`src/rtl/fairy_sram_arbiter.sv`:
```
// Arbitrates the single data SRAM port between instruction fetch and the memory
// stage: data wins by default, a starvation counter forces fetch through.
module fairy_sram_arbiter #(
  parameter int unsigned STARVE_MAX = 4,
  parameter int unsigned AW         = 32
) (
  input  logic          clk,
  input  logic          reset,
  input  logic          if_req,
  input  logic [AW-1:0] if_addr,
  output logic          if_gnt,
  output logic          if_rvalid,
  output logic [31:0]   if_rdata,
  input  logic          dm_req,
  input  logic          dm_wr,
  input  logic [3:0]    dm_be,
  input  logic [AW-1:0] dm_addr,
  input  logic [31:0]   dm_wdata,
  output logic          dm_gnt,
  output logic          dm_rvalid,
  output logic [31:0]   dm_rdata,
  input  logic          flush,
  output logic          sram_en,
  output logic [3:0]    sram_wen,
  output logic [AW-1:0] sram_addr,
  output logic [31:0]   sram_wdata,
  input  logic [31:0]   sram_rdata
);

  localparam logic [3:0] STARVE_LIMIT = 4'(STARVE_MAX);

  typedef enum logic [1:0] {
    PEND_NONE = 2'd0,
    PEND_IF   = 2'd1,
    PEND_DM   = 2'd2
  } pend_t;

  pend_t      pend;
  logic [3:0] starve_cnt;
  logic       fetch_force;

  always_comb begin
    // NOTE: every signal written here gets a default first, so no path can infer a latch.
    fetch_force = if_req & (starve_cnt == STARVE_LIMIT);
    dm_gnt      = dm_req & ~fetch_force & ~reset;
    if_gnt      = if_req & ~flush & ~reset & (~dm_req | fetch_force);

    sram_en    = dm_gnt | if_gnt;
    sram_addr  = '0;
    sram_wdata = '0;
    sram_wen   = 4'b0000;
    if (dm_gnt) begin
      sram_addr  = dm_addr;
      sram_wdata = dm_wdata;
      if (dm_wr) sram_wen = dm_be;
    end else if (if_gnt) begin
      sram_addr = if_addr;
    end

    // Reset gating drops a read that was in flight when reset arrived.
    if_rvalid = (pend == PEND_IF) & ~flush & ~reset;
    dm_rvalid = (pend == PEND_DM) & ~reset;
    if_rdata  = sram_rdata;
    dm_rdata  = sram_rdata;
  end

  always_ff @(posedge clk) begin
    // NOTE: sequential state uses non-blocking assignments so every reader sees pre-edge values.
    if (reset) begin
      starve_cnt <= '0;
      pend       <= PEND_NONE;
    end else begin
      if (if_req & ~if_gnt & ~flush) begin
        if (starve_cnt != STARVE_LIMIT) starve_cnt <= starve_cnt + 4'd1;
      end else begin
        starve_cnt <= '0;
      end

      // Stores leave nothing to return.
      if (if_gnt)                pend <= PEND_IF;
      else if (dm_gnt & ~dm_wr)  pend <= PEND_DM;
      else                       pend <= PEND_NONE;
    end
  end

endmodule

```
`config.mk`:
```
export PLATFORM = sky130hd
export DESIGN_NAME = fairy_sram_arbiter
export DESIGN_NICKNAME = d
export VERILOG_FILES = /design/src/rtl/fairy_sram_arbiter.sv
export SDC_FILE = /design/constraint.sdc
export NUM_CORES = 1
export LEC_CHECK = 0
export BUFFER_PORTS_ARGS = -buffer_cell sky130_fd_sc_hd__buf_2
export CORE_AREA = 2 2 106 108
export CTS_CLUSTER_DIAMETER = 200
export DETAILED_ROUTE_END_ITERATION = 6
export DIE_AREA = 0 0 108 110
export PLACE_DENSITY = 0.54
export RECOVER_POWER = 50
export SYNTH_ARGS = -nofsm -noshare
export SYNTH_HDL_FRONTEND = slang
export SYNTH_SLANG_ARGS = --single-unit
```
`constraint.sdc`:
```
create_clock -name clk -period 1.8 [get_ports clk]
set_input_delay 0.36 -clock clk [delete_from_list [all_inputs] [get_ports clk]]
set_output_delay 0.36 -clock clk [all_outputs]
set_load 0.02 [all_outputs]
```
**Word level (Yosys, flattened, before mapping)**

Index checks and enable logic that the tools add are counted.

- $add $sub $neg: 1
- Equality and inequality tests: 4
- Muxes and demuxes: 7
- Bitwise gates (word level): 21
- Reductions and logical operators: 2

Operators by type and width:

| cell | number |
|---|---|
| 32-bit two-way mux | 3 |
| 1-bit bitwise AND | 12 |
| 4-bit two-way mux | 2 |
| 1-bit NOT | 7 |
| 4-bit by 1-bit adder with 4-bit output (second input constant) | 1 |
| 4-bit by 3-bit == test with 1-bit output (second input constant) | 1 |
| 4-bit by 3-bit inequality test with 1-bit output (second input constant) | 1 |
| 2-bit OR reduction | 2 |
| 2-bit by 1-bit == test with 1-bit output (second input constant) | 1 |
| 2-bit == test (second input constant) | 1 |
| 2-bit two-way mux | 1 |
| 1-bit bitwise OR | 2 |
| 1-bit two-way mux | 1 |

- Flip-flop bits (word level): 6
- Bits of input ports: 138
- Output and inout port bits: 137
- Logic and storage cells: 38

**Logic depth before layout (Yosys ltp)**

Gate-level depths: netlist (run 1).

- Depth in word-level cells: 9
- Mapped depth: 7
- Depth with buffers taken out: 5

**Worst setup path after synthesis (run 1)**

No wires, ideal clock.

- Kind: register to output
- Start: reg starve_cnt[0]
- End: out sram_addr[0]
- Data arrival time: 1.509 ns
- Data required time: 1.440 ns
- Setup slack: -0.069 ns
- Cell stages (with the launch flop): 7
- Buffers on the path: 1
- Cell sequence: dfxtp_1 inv_1 ha_1 nand3b_4 o21ai_2 buf_4 mux2i_1

- Longest elaborated chain between the ends: 6
- Elaborated cells between the ends (all ways): 9
- Those cells by class: 1 x eq/ne; 2 x mux; 6 x bitwise

RTL lines:

| element | RTL line | RTL |
|---|---|---|
| from (decl) | 39 | `logic [3:0] starve_cnt;` |
| from (signal assigned) | 74 | `if (starve_cnt != STARVE_LIMIT) starve_cnt <= starve_cnt + 4'd1;` |
| 4-bit by 3-bit == test with 1-bit output (*) | 44 | `fetch_force = if_req & (starve_cnt == STARVE_LIMIT);` |
| 1-bit bitwise AND (*) | 44 |  |
| 1-bit bitwise OR or 1-bit NOT (tied branches) | 46, 45 |  |
| 1-bit bitwise AND (on tied branches) | 46, 45 |  |
| 32-bit two-way mux or 1-bit bitwise AND (tied branches) | 56, 45 |  |
| 32-bit two-way mux (*) | 52 | `if (dm_gnt) begin` |
| to (decl) | 25 | `output logic [AW-1:0] sram_addr,` |

Mark *: on every way between the ends. The rest lies on a longest branch, timed or not.

**Final worst setup path (run 1)**

- Start: reg starve_cnt[1]
- End: out sram_addr[17]

The elaborated chain is that of the path after synthesis.

==> flow_summary.json, run 1 <==
{
  "outcome": "complete, but fails checks",
  "failed_checks": "setup timing",
  "cts_tree": "yes",
  "syn_avg_cell_area_um2": 6.97,
  "layout.nets": 504,
  "crit_required_ps": 1440,
  "fmax_mhz": 492,
  "syn_to_final_growth_pct": 57.4,
  "cts_hold_buf": 0,
  "start_kind": "register",
  "synthArstFlopShare_pct": 0,
  "final_area_um2": 2670,
  "tns_ps": -12140,
  "r2r-start": "starve_cnt[0]$_SDFFE_PP0P_",
  "slew_violations": 0,
  "cts.sinks": 6,
  "final_util_pct": 24.9,
  "die_y_um": 110,
  "pin_count": 275,
  "place.gp.congestion": 0.809,
  "finalClockSkew_ps": 1.59,
  "wl_um": 6580,
  "synth.yosys.seq_area_share_pct": 7.10,
  "ir_drop_mv": 0.164,
  "wl_per_cell_um": 13.1,
  "crit_type": "register to output port",
  "row_count": 38,
  "dp_hpwl_um": 5090,
  "via_count": 1968,
  "most-common-layout-cells": "buf_2, nand2_1, buf_4, mux2i_1, and2_1",
  "synth_nets": 383,
  "antenna_found_initial": 0,
  "track_usage_pct": 9.23,
  "powerDensity_nw_per_um2": 329,
  "register_area_um2": 121,
  "dpl_cell_area_um2": 2320,
  "grt_max_degree": 39,
  "htreeDepth": 1,
  "synthCells": 243,
  "hold_class": "input pin to register",
  "clk_latency_ps": 220,
  "numCtsBuffers": 3,
  "initial_core_util_pct": 15.8,
  "grt_pass1_wl_um": 8540,
  "crit_fanout": 10,
  "clock_path_buffers": 2,
  "nFillCells": 1178,
  "fin_ws_ps": -232,
  "p_leak_nw": 1.50,
  "cap_violations": 0,
  "die_w_um": 108,
  "endpoint_kind": "output port",
  "period_share_pct": 113,
  "final_common_cell": "buf_2",
  "yosysWarnings": 0,
  "synth.distinct_cells": 25,
  "dr_wl_met2_um": 3420,
  "grt_overflow": 0,
  "synthesis.area_um2": 1690,
  "ff2ff_path_depth": 10,
  "antenna_cells": 0,
  "rsz0062_at_grt": "yes",
  "port_buffers": 178,
  "coreArea_um2": 10700,
  "die-area_um2": 11900,
  "synth-edff-count": 0,
  "hold_depth": 2,
  "arrival_ps": 1670,
  "reg2reg_to": "starve_cnt[1]$_SDFFE_PP0P_",
  "min_period_ps": 2030,
  "fin_total_pwr_mw": 0.876,
  "drt_iter0_drc": 61,
  "whs_endpoint": "pend[1]$_SDFF_PP0_",
  "first_global_vias": 1799,
  "ys.flop_type": "dfxtp_1",
  "setup_viol": 71,
  "drt-met1-wl_um": 2290,
  "worst_hold_startpoint": "dm_wr",
  "vias_per_cell": 3.92,
  "r2r_setup_slack_ps": 120,
  "drive_gt1_share_pct": 59.1,
  "root_buffer": "clkbuf_8",
  "worstMarginPinSlew_ps": 277,
  "cts.clk_slew.worst_paths_ps": 40,
  "hold_viol": 0,
  "dr.pass1.iters": 5,
  "whs_ps": 367,
  "synth.ff_latch_count": 6,
  "maxSlewHeadroom_pct": 81.3,
  "drc": 0,
  "multi_input_area_um2": 1040,
  "dr.max_layer_used": "met4",
  "wl_met3_um": 646,
  "antenna_left": 0
}
[registers in the layout (all words and copies together), names as in the netlist]
signal	count
starve_cnt	4
pend	2
[cell usage after synthesis (2+ instances only)]
master | instances | area (um2)
and2_1 | 34 | 213
buf_4 | 67 | 503
nor3_1 | 4 | 20.0
inv_1 | 3 | 11.3
xnor2_1 | 2 | 17.5
buf_6 | 3 | 33.8
mux2i_1 | 34 | 340
clkbuf_1 | 3 | 11.3
buf_2 | 5 | 25.0
dfxtp_1 | 6 | 120
nand2_1 | 64 | 240
and3_1 | 4 | 25.0
ha_1 | 2 | 25.0
[what timing repair did]
| item | 4_1_cts | 5_1_grt |
|---|---|---|
| setup buffers | 6 | 1 |
| resized for setup | 41 | 39 |
| setup endpoints to repair | 71 | 71 |
| cloned | 2 | 0 |
| pin swaps | 3 | 1 |
[where the power goes]
group	total, mW	switching [mW]	internal (mW)
clock	0.198	0.0549	0.143
combinational	0.541	0.268	0.273
sequential	0.137	0.00103	0.136
[stage by stage]
stage          setup slack (ps)  cells
2_1_floorplan             -69.0    243
3_3_place_gp              -63.7    492
3_5_place_dp              -84.1    492
4_1_cts                    -283    502
5_1_grt                    -318    502
6_report                   -232    502
[final cells by class]
class | instances | share of cell area [%]
repair buffers | 194 | 47.7
multi-input cells | 155 | 39.0
well taps | 140 | 6.57
flip-flops and latches | 6 | 4.55
clock buffers | 3 | 1.55
inverters | 4 | 0.563
[how the worst max path moves through the flow]
stage               slack, ps            end                       start
floorplan                 -70   sram_addr[0]  starve_cnt[0]$_SDFFE_PP0P_
global placement          -60   sram_addr[9]  starve_cnt[0]$_SDFFE_PP0P_
detailed placement        -80   sram_addr[9]  starve_cnt[0]$_SDFFE_PP0P_
CTS                      -280  sram_addr[29]  starve_cnt[1]$_SDFFE_PP0P_
global route             -320  sram_addr[17]  starve_cnt[1]$_SDFFE_PP0P_
finish                   -230  sram_addr[17]  starve_cnt[1]$_SDFFE_PP0P_
[metal layers]
metal,vias up,track usage (%)
li1,945,-
met1,869,9.73
met2,125,17.6
met3,29,1.94
met4,0,4.21
met5,-,0
[critical path, cell delays in order (launching register included)]
cell      delay [ps]
dfxtp_2          310
inv_2             70
ha_4             150
nand3b_4          90
o21ai_4          160
buf_6            150
buf_12           140
mux2i_1          210
buf_4            170
[kinds of logic (layout without fill, tap and decap cells)]
family	count (synthesis)	after routing	share of synthesized area (%)
AO/OA/AOI/OAI	4	4	2.00
XOR/XNOR	2	2	1.03
adder cells (fa/ha/maj)	2	2	1.48
buffers and inverters	82	201	34.7
flip-flops	6	6	7.10
multiplexers	34	34	20.1
AND/OR/NAND/NOR	113	113	33.6
Power figures use the tool's default switching activity.
==> run 2, diff against run 1 <==
Settings changed: TNS_END_PERCENT set to 20.
Clock period 1.8 ns to 2.1 ns, I/O delays scaled along.
==> flow_summary.json, run 2 (synthesis results as in run 1) <==
{
  "tns_ps": -1180,
  "maxSlewHeadroom_pct": 85.1,
  "ir_drop_mv": 0.146,
  "cts.sinks": 6,
  "dr.pass1.iters": 4,
  "antenna_left": 0,
  "period_share_pct": 103,
  "grt_overflow": 0,
  "min_period_ps": 2150,
  "finalClockSkew_ps": 7.68,
  "setup_viol": 40,
  "drive_gt1_share_pct": 62.8,
  "grt_max_degree": 36,
  "outcome": "complete, but fails checks",
  "start_kind": "register",
  "arrival_ps": 1730,
  "fmax_mhz": 464,
  "antenna_found_initial": 0,
  "crit_required_ps": 1680,
  "pre_cts_ws_ps": 77.5,
  "slowest_stage": "dfxtp_2",
  "wl_per_cell_um": 14.2,
  "die_y_um": 110,
  "nFillCells": 1183,
  "largest_register_ff_count": 4,
  "htreeDepth": 1,
  "largest_register": "starve_cnt",
  "wl_um": 7190,
  "worstMarginPinSlew_ps": 220,
  "place_inst": 490,
  "cts.clk_slew.worst_paths_ps": 40,
  "drt_iter0_drc": 36,
  "cpMostUsedCell": "buf_6",
  "failed_checks": "setup timing",
  "initial_core_util_pct": 15.8,
  "crit_path_max_incr_delay_ps": 320,
  "slew_violations": 0,
  "cts_hold_buf": 0,
  "root_buffer": "clkbuf_8",
  "p_leak_nw": 1.54,
  "syn_to_final_growth_pct": 67.4,
  "dpl_cell_area_um2": 2300,
  "final_util_pct": 26.5,
  "fin_ws_ps": -53.4,
  "most-common-layout-cells": "buf_2, nand2_1, buf_4, mux2i_1, buf_6",
  "endpoint_kind": "output port",
  "powerDensity_nw_per_um2": 281,
  "first_global_vias": 1825,
  "place.gp.congestion": 0.755,
  "drc": 0,
  "crit_type": "register to output port",
  "coreArea_um2": 10700,
  "grt_pass1_wl_um": 8990,
  "track_usage_pct": 9.84,
  "vias_per_cell": 3.97,
  "hold_class": "input pin to register",
  "pin_count": 275,
  "rsz0062_at_grt": "yes",
  "row_count": 38,
  "final_common_cell": "buf_2",
  "via_count": 2015,
  "port_buffers": 178,
  "path_cells": "inv_2, ha_4, nand3b_4, buf_6, o211a_4, clkbuf_16, a21o_1, buf_6",
  "antenna_cells": 0,
  "clk_latency_ps": 230,
  "layout.nets": 510,
  "crit_fanout": 7,
  "reg.largest.list": "starve_cnt: 4 flops, pend: 2 flops",
  "cts_tree": "yes",
  "cap_violations": 0,
  "finalNonFillerCells": 508,
  "die-area_um2": 11900,
  "numCtsBuffers": 3,
  "clock_path_buffers": 2,
  "hold_viol": 0,
  "die_w_um": 108,
  "dp_hpwl_um": 5160,
  "final_area_um2": 2830
}
-- run 2: power breakdown --
group          total (mW)  switching, mW  leakage, nW  internal (mW)
Sequential          0.117       0.000957       0.0496          0.117
Clock               0.181         0.0570       0.0216          0.124
Combinational       0.498          0.242         1.47          0.256
-- run 2: repair_timing --
| item | CTS | global route |
|---|---|---|
| buffers inserted | 9 | 1 |
| resized for setup | 33 | 68 |
| gates cloned | 2 | 4 |
| pin swaps | 3 | 15 |
| endpoints found under the setup margin | 67 | 63 |
-- run 2: per-layer routing --
metal | global-route usage, % | vias to the layer above | share of wire [%]
li1 | - | 963 | -
met1 | 10.6 | 903 | 32
met2 | 18.7 | 121 | 55
met3 | 2.12 | 28 | 9.6
met4 | 3.85 | 0 | 2.8
met5 | 0 | - | 0
-- run 2: metrics by stage --
| stage | hold WS [ps] | total power, mW |
|---|---|---|
| 2_1_floorplan | 497 | 0.504 |
| 5_1_grt | 441 | 0.841 |
| 3_3_place_gp | 555 | 0.514 |
| 4_1_cts | 426 | 0.747 |
| 6_report | 434 | 0.797 |
| 3_5_place_dp | 558 | 0.518 |
-- run 2: cell type report --
type	instances	area, um2	share of cell area [%]
clock buffers	3	41.3	1.46
inverters	4	15.0	0.530
multi-input cells	156	1090	38.3
flip-flops and latches	6	123	4.33
well taps	140	175	6.18
repair buffers	199	1390	49.2
-- run 2: path summary, 6_finish.rpt --
check	startpoint	endpoint	slack [ps]	cells past startpoint
max	starve_cnt[0]$_SDFFE_PP0P_	sram_en	-50	8
min	dm_wr	pend[1]$_SDFF_PP0_	430	2
max reg2reg	starve_cnt[0]$_SDFFE_PP0P_	starve_cnt[3]$_SDFFE_PP0P_	540	9
min reg2reg	starve_cnt[3]$_SDFFE_PP0P_	starve_cnt[3]$_SDFFE_PP0P_	600	2
-- run 2: critical path: cells and delay by family, from the launching register on --
family	cells	cell delay [ps]
AND/OR/NAND/NOR	1	100
flip-flops	1	320
adder cells (fa/ha/maj)	1	150
AO/OA/AOI/OAI	2	450
buffers and inverters	4	500
==> run 3, diff against run 2 <==
Settings changed: PLACE_DENSITY 0.54 to unset.
==> flow_summary.json, run 3 (synthesis results as in run 1) <==
{
  "fmax_mhz": 466,
  "pin_count": 275,
  "p_sw_mw": 0.289,
  "tns_ps": -447,
  "cap_violations": 0,
  "ff2ff_path_depth": 8,
  "ir_drop_mv": 0.130,
  "switching_share_pct": 37.2,
  "dpl_cell_area_um2": 2290,
  "most-common-layout-cells": "buf_2, nand2_1, buf_4, mux2i_1, and2_1",
  "cts_hold_buf": 0,
  "clock_path_buffers": 2,
  "largest_register": "starve_cnt",
  "crit_required_ps": 1680,
  "die_y_um": 110,
  "syn_to_final_growth_pct": 63.6,
  "finalNonFillerCells": 505,
  "via_count": 1968,
  "first_global_vias": 1682,
  "powerDensity_nw_per_um2": 281,
  "grt_pass1_wl_um": 8780,
  "finalClockSkew_ps": 0.0463,
  "wl_um": 7160,
  "failed_checks": "setup timing",
  "reg2reg_to": "pend[0]$_SDFF_PP0_",
  "outcome": "complete, but fails checks",
  "coreArea_um2": 10700,
  "period_share_pct": 102,
  "hold_viol": 0,
  "drc": 0,
  "place.gp.congestion": 0.785,
  "antenna_found_initial": 0,
  "numCtsBuffers": 3,
  "nFillCells": 1207,
  "track_usage_pct": 9.72,
  "reg.largest.list": "starve_cnt: 4 flops, pend: 2 flops",
  "drive_gt1_share_pct": 60.3,
  "worstMarginPinSlew_ps": 239,
  "r2r-start": "starve_cnt[0]$_SDFFE_PP0P_",
  "whs_endpoint": "pend[1]$_SDFF_PP0_",
  "vias_per_cell": 3.90,
  "grt_overflow": 0,
  "fin_ws_ps": -44.2,
  "hold_depth": 2,
  "seqPwrFrac_pct": 15.1,
  "min_period_ps": 2140,
  "pwr-share-comb_pct": 62.4,
  "largest_register_ff_count": 4,
  "dp_hpwl_um": 5220,
  "clk_latency_ps": 220,
  "row_count": 38,
  "cts.clk_slew.worst_paths_ps": 40,
  "wl_per_cell_um": 14.2,
  "cts.sinks": 6,
  "slew_violations": 0,
  "port_buffers": 178,
  "layout.nets": 507,
  "r2r_setup_slack_ps": 700,
  "maxSlewHeadroom_pct": 83.8,
  "arrival_ps": 1720,
  "hold_class": "input pin to register",
  "root_buffer": "clkbuf_8",
  "final_common_cell": "buf_2",
  "worst_hold_startpoint": "dm_wr",
  "dr.pass1.iters": 4,
  "p_leak_nw": 1.54,
  "setup_viol": 22,
  "die_w_um": 108,
  "antenna_left": 0,
  "die-area_um2": 11900,
  "drt_iter0_drc": 59,
  "final_area_um2": 2770,
  "cts_tree": "yes",
  "whs_ps": 418,
  "pre_cts_ws_ps": 78.2,
  "crit_type": "register to output port",
  "antenna_cells": 0,
  "p_int_mw": 0.488,
  "start_kind": "register",
  "grt_max_degree": 39,
  "initial_core_util_pct": 15.8,
  "endpoint_kind": "output port",
  "htreeDepth": 1,
  "rsz0062_at_grt": "yes",
  "place_inst": 488,
  "p_clk_share_pct": 22.5,
  "crit_fanout": 19
}
==> run 3: cell types whose count changed in the layout (fill, tap and decap cells not counted), moves of 2 or more <==
cell / delta
buf_2: +2
and3_4: -2
and2_4: -2
and3_1: +2
and2_1: +2
buf_4: -3
mux2i_1: +4
mux2i_2: -3
==> run 3: worst max-delay path by stage <==
stage | start | endpoint | cells after the start
6_report | starve_cnt[0]$_SDFFE_PP0P_ | sram_wdata[8] | 8
5_1_grt | starve_cnt[0]$_SDFFE_PP0P_ | sram_addr[2] | 8
4_1_cts | starve_cnt[1]$_SDFFE_PP0P_ | sram_wen[1] | 8
3_5_place_dp | starve_cnt[0]$_SDFFE_PP0P_ | sram_addr[2] | 7
3_3_place_gp | starve_cnt[0]$_SDFFE_PP0P_ | sram_addr[2] | 7
2_1_floorplan | starve_cnt[0]$_SDFFE_PP0P_ | sram_addr[0] | 6
==> run 3: power groups by stage <==
stage                     logic (mW)  registers, mW  clock network [mW]
after detailed placement       0.402          0.119                   0
after floorplan                0.385          0.119                   0
final                          0.485          0.118               0.175
after global placement         0.403          0.119                   0
after CTS                      0.446          0.117               0.184
after global routing           0.522          0.118               0.193
==> run 3: critical path: stages (launching register included) <==
cell	delay (ps)
dfxtp_2	310
inv_2	70
ha_4	150
nand3b_4	90
buf_6	130
o211a_4	250
clkbuf_16	180
and2_1	160
buf_2	160
==> run 3: metrics by stage <==
step | total power, mW | util (%)
after floorplan | 0.504 | -
after CTS | 0.747 | 23.9
after global routing | 0.832 | 25.9
final | 0.777 | 25.9
after global placement | 0.523 | 21.4
after detailed placement | 0.521 | 21.4
==> run 3: metal layers <==
layer | share of wire [%] | wire length (um) | vias up | track usage, %
li1 | - | - | 953 | -
met4 | 2.3 | 167 | 0 | 3.30
met2 | 51 | 3670 | 138 | 18.6
met1 | 37 | 2680 | 848 | 10.8
met3 | 8.9 | 640 | 29 | 1.70
met5 | 0 | 0 | - | 0
==> run 3: cell type report <==
| cell class | count | area [um2] | share of cell area (%) |
|---|---|---|---|
| clock buffer | 3 | 41.3 | 1.49 |
| inverter | 4 | 15.0 | 0.542 |
| multi-input combinational | 155 | 1040 | 37.5 |
| sequential | 6 | 123 | 4.43 |
| tap | 140 | 175 | 6.33 |
| timing repair buffer | 197 | 1380 | 49.8 |
==> run 3: what timing repair did <==
| item | CTS | global route |
|---|---|---|
| endpoints found under the setup margin | 70 | 70 |
| setup buffers | 6 | 5 |
| pin swaps | 2 | 12 |
| cloned | 2 | 2 |
| resized for setup | 40 | 50 |
